File: src/rtl/spi_master_if.sv
// rtl/spi_master_if.sv - host handshake and SPI pin bundle for spi_master
interface spi_master_if #(
    parameter int PACKET_WIDTH = 40
);
    logic [PACKET_WIDTH-1:0] txData;
    logic                    start;
    logic                    busy;
    logic [PACKET_WIDTH-1:0] rxData;
    logic                    dataReady;
    logic                    spi_SCLK;
    logic                    spi_SSEL;
    logic                    spi_MOSI;
    logic                    spi_MISO;

    modport master (
        input  txData,
        input  start,
        input  spi_MISO,
        output busy,
        output rxData,
        output dataReady,
        output spi_SCLK,
        output spi_SSEL,
        output spi_MOSI
    );

    modport slave (
        output txData,
        output start,
        output spi_MISO,
        input  busy,
        input  rxData,
        input  dataReady,
        input  spi_SCLK,
        input  spi_SSEL,
        input  spi_MOSI
    );
endinterface

File: src/rtl/spi_master.sv
// rtl/spi_master.sv - SPI mode-0 master with lead/trail/gap framing
// Optional 2-flop MISO synchronizer enabled by SPI_MASTER_MISO_SYNC_EN.
`ifdef SPI_MASTER_MISO_SYNC_EN
module synchronizer (
    input  logic clk,
    input  logic reset,
    input  logic d,
    output logic q
);
    logic meta_q, meta_d;
    logic sync_q, sync_d;

    always_comb begin
        meta_d = d;
        sync_d = meta_q;
    end

    always_ff @(posedge clk) begin
        if (reset) begin
            meta_q <= 1'b0;
            sync_q <= 1'b0;
        end else begin
            meta_q <= meta_d;
            sync_q <= sync_d;
        end
    end

    assign q = sync_q;
endmodule
`endif

module spi_master #(
    parameter int PACKET_WIDTH = 40,
    parameter int CLK_DIV      = 4
) (
    input logic          clk,
    input logic          reset,
    spi_master_if.master bus
);
    localparam int DIV_W = $clog2(CLK_DIV);
    localparam int BIT_W = $clog2(PACKET_WIDTH);
    localparam logic [DIV_W-1:0] DIV_LAST  = DIV_W'(CLK_DIV - 1);
    localparam logic [BIT_W-1:0] BITS_LAST = BIT_W'(PACKET_WIDTH - 1);

    typedef enum logic [2:0] {IDLE, LEAD, HIGH, LOW, TRAIL, GAP} state_t;

    state_t                  state_q, state_d;
    logic [DIV_W-1:0]        div_q, div_d;
    logic [BIT_W-1:0]        bits_q, bits_d;
    logic [PACKET_WIDTH-1:0] tx_q, tx_d;
    logic [PACKET_WIDTH-1:0] rx_shift_q, rx_shift_d;
    logic [PACKET_WIDTH-1:0] rx_data_q, rx_data_d;
    logic                    sclk_q, sclk_d;
    logic                    ssel_q, ssel_d;
    logic                    busy_q, busy_d;
    logic                    ready_q, ready_d;
    logic                    miso_s;
    logic                    div_done;

`ifdef SPI_MASTER_MISO_SYNC_EN
    synchronizer u_miso_sync (
        .clk   (clk),
        .reset (reset),
        .d     (bus.spi_MISO),
        .q     (miso_s)
    );
`else
    assign miso_s = bus.spi_MISO;
`endif

    assign div_done = (div_q == DIV_LAST);

    // MOSI is the MSB of the TX shifter; clearing the shifter at TRAIL exit idles MOSI low.
    always_comb begin
        state_d    = state_q;
        div_d      = div_q;
        bits_d     = bits_q;
        tx_d       = tx_q;
        rx_shift_d = rx_shift_q;
        rx_data_d  = rx_data_q;
        sclk_d     = sclk_q;
        ssel_d     = ssel_q;
        busy_d     = busy_q;
        ready_d    = 1'b0;

        if (state_q != IDLE) begin
            div_d = div_done ? '0 : div_q + DIV_W'(1);
        end

        case (state_q)
            IDLE: begin
                if (bus.start) begin
                    state_d = LEAD;
                    div_d   = '0;
                    bits_d  = BITS_LAST;
                    tx_d    = bus.txData;
                    ssel_d  = 1'b0;
                    busy_d  = 1'b1;
                end
            end
            LEAD, LOW: begin
                if (div_done) begin
                    state_d = HIGH;
                    sclk_d  = 1'b1;
                end
            end
            HIGH: begin
                if (div_done) begin
                    rx_shift_d = {rx_shift_q[PACKET_WIDTH-2:0], miso_s};
                    sclk_d     = 1'b0;
                    if (bits_q == '0) begin
                        state_d = TRAIL;
                    end else begin
                        state_d = LOW;
                        bits_d  = bits_q - BIT_W'(1);
                        tx_d    = tx_q << 1;
                    end
                end
            end
            TRAIL: begin
                if (div_done) begin
                    state_d   = GAP;
                    ssel_d    = 1'b1;
                    tx_d      = '0;
                    rx_data_d = rx_shift_q;
                    ready_d   = 1'b1;
                end
            end
            GAP: begin
                if (div_done) begin
                    state_d = IDLE;
                    busy_d  = 1'b0;
                end
            end
            default: state_d = IDLE;
        endcase
    end

    always_ff @(posedge clk) begin
        if (reset) begin
            state_q    <= IDLE;
            div_q      <= '0;
            bits_q     <= '0;
            tx_q       <= '0;
            rx_shift_q <= '0;
            rx_data_q  <= '0;
            sclk_q     <= 1'b0;
            ssel_q     <= 1'b1;
            busy_q     <= 1'b0;
            ready_q    <= 1'b0;
        end else begin
            state_q    <= state_d;
            div_q      <= div_d;
            bits_q     <= bits_d;
            tx_q       <= tx_d;
            rx_shift_q <= rx_shift_d;
            rx_data_q  <= rx_data_d;
            sclk_q     <= sclk_d;
            ssel_q     <= ssel_d;
            busy_q     <= busy_d;
            ready_q    <= ready_d;
        end
    end

    assign bus.spi_SCLK  = sclk_q;
    assign bus.spi_SSEL  = ssel_q;
    assign bus.spi_MOSI  = tx_q[PACKET_WIDTH-1];
    assign bus.busy      = busy_q;
    assign bus.rxData    = rx_data_q;
    assign bus.dataReady = ready_q;
endmodule

File: src/flat_wrapper.sv
// flat-port wrapper written by rule: the top's interface ports become plain ports
module spi_master_flat 
#(
    parameter int PACKET_WIDTH = 40,
    parameter int CLK_DIV      = 4
)
  (clk, reset, bus_txData, bus_start, bus_spi_MISO, bus_busy, bus_rxData, bus_dataReady, bus_spi_SCLK, bus_spi_SSEL, bus_spi_MOSI);
  spi_master_if #(.PACKET_WIDTH(PACKET_WIDTH)) bus_i ();
  input logic clk;
  input logic reset;
  input wire logic [$bits(bus_i.txData)-1:0] bus_txData;
  input wire logic [$bits(bus_i.start)-1:0] bus_start;
  input wire logic [$bits(bus_i.spi_MISO)-1:0] bus_spi_MISO;
  output wire logic [$bits(bus_i.busy)-1:0] bus_busy;
  output wire logic [$bits(bus_i.rxData)-1:0] bus_rxData;
  output wire logic [$bits(bus_i.dataReady)-1:0] bus_dataReady;
  output wire logic [$bits(bus_i.spi_SCLK)-1:0] bus_spi_SCLK;
  output wire logic [$bits(bus_i.spi_SSEL)-1:0] bus_spi_SSEL;
  output wire logic [$bits(bus_i.spi_MOSI)-1:0] bus_spi_MOSI;
  assign bus_i.txData = bus_txData;
  assign bus_i.start = bus_start;
  assign bus_i.spi_MISO = bus_spi_MISO;
  assign bus_busy = bus_i.busy;
  assign bus_rxData = bus_i.rxData;
  assign bus_dataReady = bus_i.dataReady;
  assign bus_spi_SCLK = bus_i.spi_SCLK;
  assign bus_spi_SSEL = bus_i.spi_SSEL;
  assign bus_spi_MOSI = bus_i.spi_MOSI;
  spi_master #(.PACKET_WIDTH(PACKET_WIDTH), .CLK_DIV(CLK_DIV)) u_core (.clk(clk), .reset(reset), .bus(bus_i));
endmodule
File: config.mk
export PLATFORM = sky130hd
export DESIGN_NAME = spi_master_flat
export DESIGN_NICKNAME = d
export VERILOG_FILES = /design/src/rtl/spi_master_if.sv /design/src/rtl/spi_master.sv /design/src/flat_wrapper.sv
export SDC_FILE = /design/constraint.sdc
export NUM_CORES = 1
export LEC_CHECK = 0
export ABC_CLOCK_PERIOD_IN_PS = 2850
export CAP_MARGIN = 25
export CORE_MARGIN = 2
export CORE_UTILIZATION = 36
export DETAILED_ROUTE_END_ITERATION = 8
export GPL_ROUTABILITY_DRIVEN = 0
export RECOVER_POWER = 50
export SKIP_LAST_GASP = 1
export SLEW_MARGIN = 20
export SYNTH_ARGS = -nofsm -noshare
export SYNTH_HDL_FRONTEND = slang
export SYNTH_SLANG_ARGS = --single-unit
File: constraint.sdc
create_clock -name clk -period 2.85 [get_ports clk]
set_clock_uncertainty 0.2 [all_clocks]
set_input_delay 0.285 -clock clk [delete_from_list [all_inputs] [get_ports clk]]
set_output_delay 0.285 -clock clk [all_outputs]
set_load 0.05 [all_outputs]
# Word level (Yosys, flattened, before mapping)
# Cells that the tools add are included.
dict set report classes {
  add_sub_neg 2
  n_eq_ne 12
  muxes 28
  bitwise_logic 1
  n_reduce_logical 18
}
# operator n
set op_table {}
lappend op_table {{40-bit two-way mux} 4}
lappend op_table {{40-bit one-hot mux with 3 select lines} 1}
lappend op_table {{3-bit two-way mux} 6}
lappend op_table {{6-bit two-way mux} 3}
lappend op_table {{3-bit one-hot mux with 5 select lines} 1}
lappend op_table {{6-bit one-hot mux with 2 select lines} 1}
lappend op_table {{5-bit AND reduction} 2}
lappend op_table {{3-bit AND reduction} 3}
lappend op_table {{2-bit two-way mux} 4}
lappend op_table {{2-bit by 1-bit inequality test with 1-bit output (second input constant)} 4}
lappend op_table {{2-bit nonzero test} 4}
lappend op_table {{3-bit by 2-bit == test with 1-bit output (second input constant)} 2}
lappend op_table {{3-bit == test (second input constant)} 2}
lappend op_table {{6-bit logical NOT} 1}
lappend op_table {{1-bit one-hot mux with 2 select lines} 3}
lappend op_table {{3-bit nonzero test} 2}
lappend op_table {{6-bit by 1-bit subtractor with 6-bit output (second input constant)} 1}
lappend op_table {{1-bit two-way mux} 5}
lappend op_table {{2-bit inequality test (second input constant)} 2}
lappend op_table {{2-bit AND reduction} 2}
lappend op_table {{4-bit AND reduction} 1}
lappend op_table {{2-bit OR reduction} 2}
lappend op_table {{3-bit by 1-bit == test with 1-bit output (second input constant)} 1}
lappend op_table {{3-bit logical NOT} 1}
lappend op_table {{other kinds (3)} 3}
dict set report totals {
  register_bits 135
  wordCells 71
}

# Depth between registers and ports, before layout
dict set report depth {
  depth_word 5
  depth_mapped 9
  mapped_depth_nobuf 6
}

# Least setup slack after synthesis
# OpenSTA, ideal clock, no wires.
dict set report synth_path {
  path_kind {register to register}
  startpoint {register u_core.bits_q[0]}
  endpoint {register u_core.tx_q[29]}
  t_arrival_ps 1744
  required_time_ps 2510
  setup_slack_ps 766
  stages_incl_launch_ff 10
  n_path_buf 3
  path_cell_list {dfxtp_1 inv_1 ha_1 or3b_1 buf_2 o31a_1 buf_6 buf_6 nor3_2 a211oi_2}
}
dict set report synth_between {
  elab_chain_cells 3
}
# element line_no
set synth_rtl {}
lappend synth_rtl {{from (decl)} spi_master.sv:49} ;# logic [BIT_W-1:0] bits_q, bits_d;
lappend synth_rtl {{from (signal assigned)} spi_master.sv:154} ;# bits_q <= bits_d;
lappend synth_rtl {{6-bit logical NOT} spi_master.sv:111} ;# if (bits_q == '0) begin
lappend synth_rtl {{2-bit inequality test (no source line)} -}
lappend synth_rtl {{5-bit AND reduction (no source line)} -}
lappend synth_rtl {{to (signal assigned)} spi_master.sv:155} ;# tx_q <= tx_d;
lappend synth_rtl {{to (decl)} spi_master.sv:50} ;# logic [PACKET_WIDTH-1:0] tx_q, tx_d;
# No other way between the ends.
# A chain may end at the register's enable or synchronous reset.

# Worst setup path after layout
dict set report layout_path {
  startpoint {register u_core.bits_q[0]}
  endpoint {register u_core.tx_q[0]}
}
# The elaborated chain is that of the path after synthesis.

==> run metrics <==
outcome finished, final reports clean; cell area after placement 6820 µm²; instance count after placement with tap cells included 927; top-area cell type share of the netlist area 46.4%; Async SR Flop Fraction 0%; Max Transition Viols Final 0; post-synth cell types 44; CTS tree built; number of nets still failing antenna checks after routing 0; prevailing post-synth register cell sky130_fd_sc_hd__dfxtp_1; total design power 4.70 mW; number of nets produced by synthesis 720; share of layout cells above drive strength 1 13.1%; vias after detailed routing 5125; power density normalized to cell area around 630 nW/µm²; CTS Sinks between 100 and 150; CTS root buf sky130_fd_sc_hd__clkbuf_16; share of total power in combinational logic 8.3%; cell taking the most area after synthesis sky130_fd_sc_hd__dfxtp_1; largest voltage drop on the vdd net 0.418 mV; fin area ~7400 µm²; setup repair after global routing missed its margin false; number of design-rule violations left by the first detailed-router iteration 267; Post-Synthesis Cells 674; vias in the first global route 5079; Max FO, Critical Path 22; Avg Vias per Cell 5.34; insertion delay to the later sink of the worst-skew pair 410 ps; standby leakage power roughly 2.6 nW; first-pass GRT wire length approximately 24 mm; number of buffers inserted by port buffering 88; number of violations of the max-capacitance limit 0; DRC 0; Sw Ratio between 20% and 30%; Critical Path AT approximately 2700 ps; synthesized area divided by synthesized cell count 8.64 µm²; commonest cells after routing, fill and taps aside 165 x sky130_fd_sc_hd__nand2_1, 135 x sky130_fd_sc_hd__dfxtp_1, 123 x sky130_fd_sc_hd__a21oi_1, 45 x sky130_fd_sc_hd__clkdlybuf4s50_1, 42 x sky130_fd_sc_hd__dlygate4sd3_1; critical path required time approximately 3000 ps; number of buffers added to fix hold violations after cts 0; Rel. slew slack 45.5%; number of antenna violations at the first check in global routing 0; clock period minus worst slack 2570 ps; Net Switching 1.07 mW; total of cells resized after clock tree synthesis 0; Storage cell area 2700 µm²; routed wire length between 10 and 15 mm; area of the placeable core 15800 µm²; hold violation total from the final report 0; Worst-Margin Slew 818 ps; number of warnings reported in the yosys synthesis log 0; pin count of the biggest net entering global routing 67; die area roughly 17000 µm²; fill cell total of the finished layout 1486; post-route clock period utilization 90.2%; number of buffers between clock root and the deepest sink 2; worst hold path type input port to register; share of power burned in the clock network 49.1%; internal power component roughly 3.6 mW; routed length per placed instance between 10 and 15 µm; Worst Path Class, Setup register to register; total negative slack for setup checks 0 ps; number of enable-type register cells in the synthesized netlist 0; leading cell type in the layout, fill and taps excluded sky130_fd_sc_hd__nand2_1; Pre-Repair DR Iteration Count 4; mapped cell area approximately 5800 µm²; Synth area leaders sky130_fd_sc_hd__dfxtp_1 46%, sky130_fd_sc_hd__nand2_1 11%, sky130_fd_sc_hd__a21oi_1 11%; register area share after synthesis 46.4%; initial core utilization 36.8%; Post-CTS Setup Repair Bufs 0; CTS clock-pin slew for the worst setup and hold paths approximately 60 ps; combined area of the multi-input logic cells 2780 µm²; CTS buffer count 17; Layout Utilization a little under half; Detailed Place HPWL 8.53 mm; Die Wd 131 µm; area growth from synthesis to layout 27.6%; Flop pwr share about 43%; std cell rows 46; final non-filler cell total approximately 960; number of diodes 0; number of flip-flops and latches in the synthesized netlist roughly 140; highest attainable clock frequency 389 MHz; number of top-level pins 89; critical path capture point type register; die outline height ~130 µm; all-layer global routing usage 16.8%; Layout Nets 776; kind of launch point of the worst setup path register; final setup fails 0; count of H-tree levels built during CTS 4; sum of overflow across all layers after global routing 0
==> area by class of cell <==
cell class | count | area share (%)
clock buffers | 21 | 6.06
clock inverters | 11 | 2.34
inverters | 7 | 0.354
multi-input cells | 465 | 37.4
flip-flops and latches | 135 | 36.4
well taps | 216 | 3.64
repair buffers | 104 | 13.8
==> worst max-delay path, cell delays in order, from the launching register on <==
cell	delay [ps]
sky130_fd_sc_hd__dfxtp_1	340
sky130_fd_sc_hd__inv_1	70
sky130_fd_sc_hd__ha_1	170
sky130_fd_sc_hd__or3b_1	470
sky130_fd_sc_hd__o31ai_4	230
sky130_fd_sc_hd__nand3_2	420
sky130_fd_sc_hd__buf_12	340
sky130_fd_sc_hd__a41o_1	230
==> synth_stat cells, types with 2 or more instances <==
master / number
sky130_fd_sc_hd__a211o_1: 2
sky130_fd_sc_hd__a211oi_1: 29
sky130_fd_sc_hd__a211oi_2: 13
sky130_fd_sc_hd__a21oi_1: 123
sky130_fd_sc_hd__a21oi_2: 2
sky130_fd_sc_hd__a31oi_1: 3
sky130_fd_sc_hd__a32o_1: 39
sky130_fd_sc_hd__buf_1: 3
sky130_fd_sc_hd__buf_2: 16
sky130_fd_sc_hd__buf_4: 3
sky130_fd_sc_hd__buf_6: 7
sky130_fd_sc_hd__clkbuf_1: 38
sky130_fd_sc_hd__dfxtp_1: 135
sky130_fd_sc_hd__ha_1: 2
sky130_fd_sc_hd__inv_1: 7
sky130_fd_sc_hd__nand2_1: 165
sky130_fd_sc_hd__nand2b_1: 2
sky130_fd_sc_hd__nand3_1: 4
sky130_fd_sc_hd__nor2_1: 9
sky130_fd_sc_hd__nor2b_1: 2
sky130_fd_sc_hd__nor3_1: 18
sky130_fd_sc_hd__nor3_2: 26
sky130_fd_sc_hd__o21a_1: 4
sky130_fd_sc_hd__o21ai_0: 2
==> path summary, 6_finish.rpt <==
| kind | to | slack [ps] | cells past startpoint | start |
|---|---|---|---|---|
| worst max-delay path | u_core.tx_q[0]$_SDFFE_PP0P_ | 280 | 7 | u_core.bits_q[0]$_SDFFE_PP0P_ |
| worst min-delay path | u_core.rx_shift_q[20]$_SDFFE_PP0P_ | 170 | 2 | reset |
| worst min register to register | u_core.bus.rxData[18]$_SDFFE_PP0P_ | 250 | 2 | u_core.bus.rxData[18]$_SDFFE_PP0P_ |
| worst max register to register | u_core.tx_q[0]$_SDFFE_PP0P_ | 280 | 7 | u_core.bits_q[0]$_SDFFE_PP0P_ |
==> flip-flops by register name, indices dropped and copies added, names as in the netlist <==
name,cells
u_core.tx_q,40
u_core.bus.dataReady,1
u_core.rx_shift_q,40
u_core.bus.spi_SCLK,1
u_core.bus.rxData,40
u_core.bits_q,6
u_core.div_q,2
u_core.bus.busy,1
u_core.bus.spi_SSEL,1
u_core.state_q,3
==> cells by family after synthesis <==
| logic type | count (synthesis) | share of synthesized area, % |
|---|---|---|
| flops | 135 | 46.4 |
| compound gates | 223 | 26.6 |
| fa+ha+maj | 2 | 0.430 |
| simple gates | 239 | 20.2 |
| buf+inv | 74 | 6.21 |
| xor+xnor | 1 | 0.151 |
==> power by group through the flow <==
| stage | logic (mW) | clock network [mW] | registers [mW] |
|---|---|---|---|
| 3_5_place_dp | 0.394 | 0 | 2.04 |
| 3_3_place_gp | 0.384 | 0 | 2.04 |
| 4_1_cts | 0.396 | 2.37 | 2.00 |
| 2_1_floorplan | 0.259 | 0 | 2.04 |
| 5_1_grt | 0.431 | 2.44 | 2.00 |
| 6_report | 0.392 | 2.31 | 2.00 |
==> metal layers <==
metal | routed length, µm | track usage [%]
met3 | 719 | 4.09
met4 | 216 | 6.28
met1 | 6630 | 21.4
met5 | 0 | 0
met2 | 6760 | 27.5
==> metrics by stage <==
stage / hold slack [ps] / setup WS [ps]
6_report: 175 / 280
2_1_floorplan: 221 / 766
3_5_place_dp: 249 / 284
3_3_place_gp: 244 / 320
5_1_grt: 183 / 59.4
4_1_cts: 147 / 261
(Power assumes the default switching activity.)
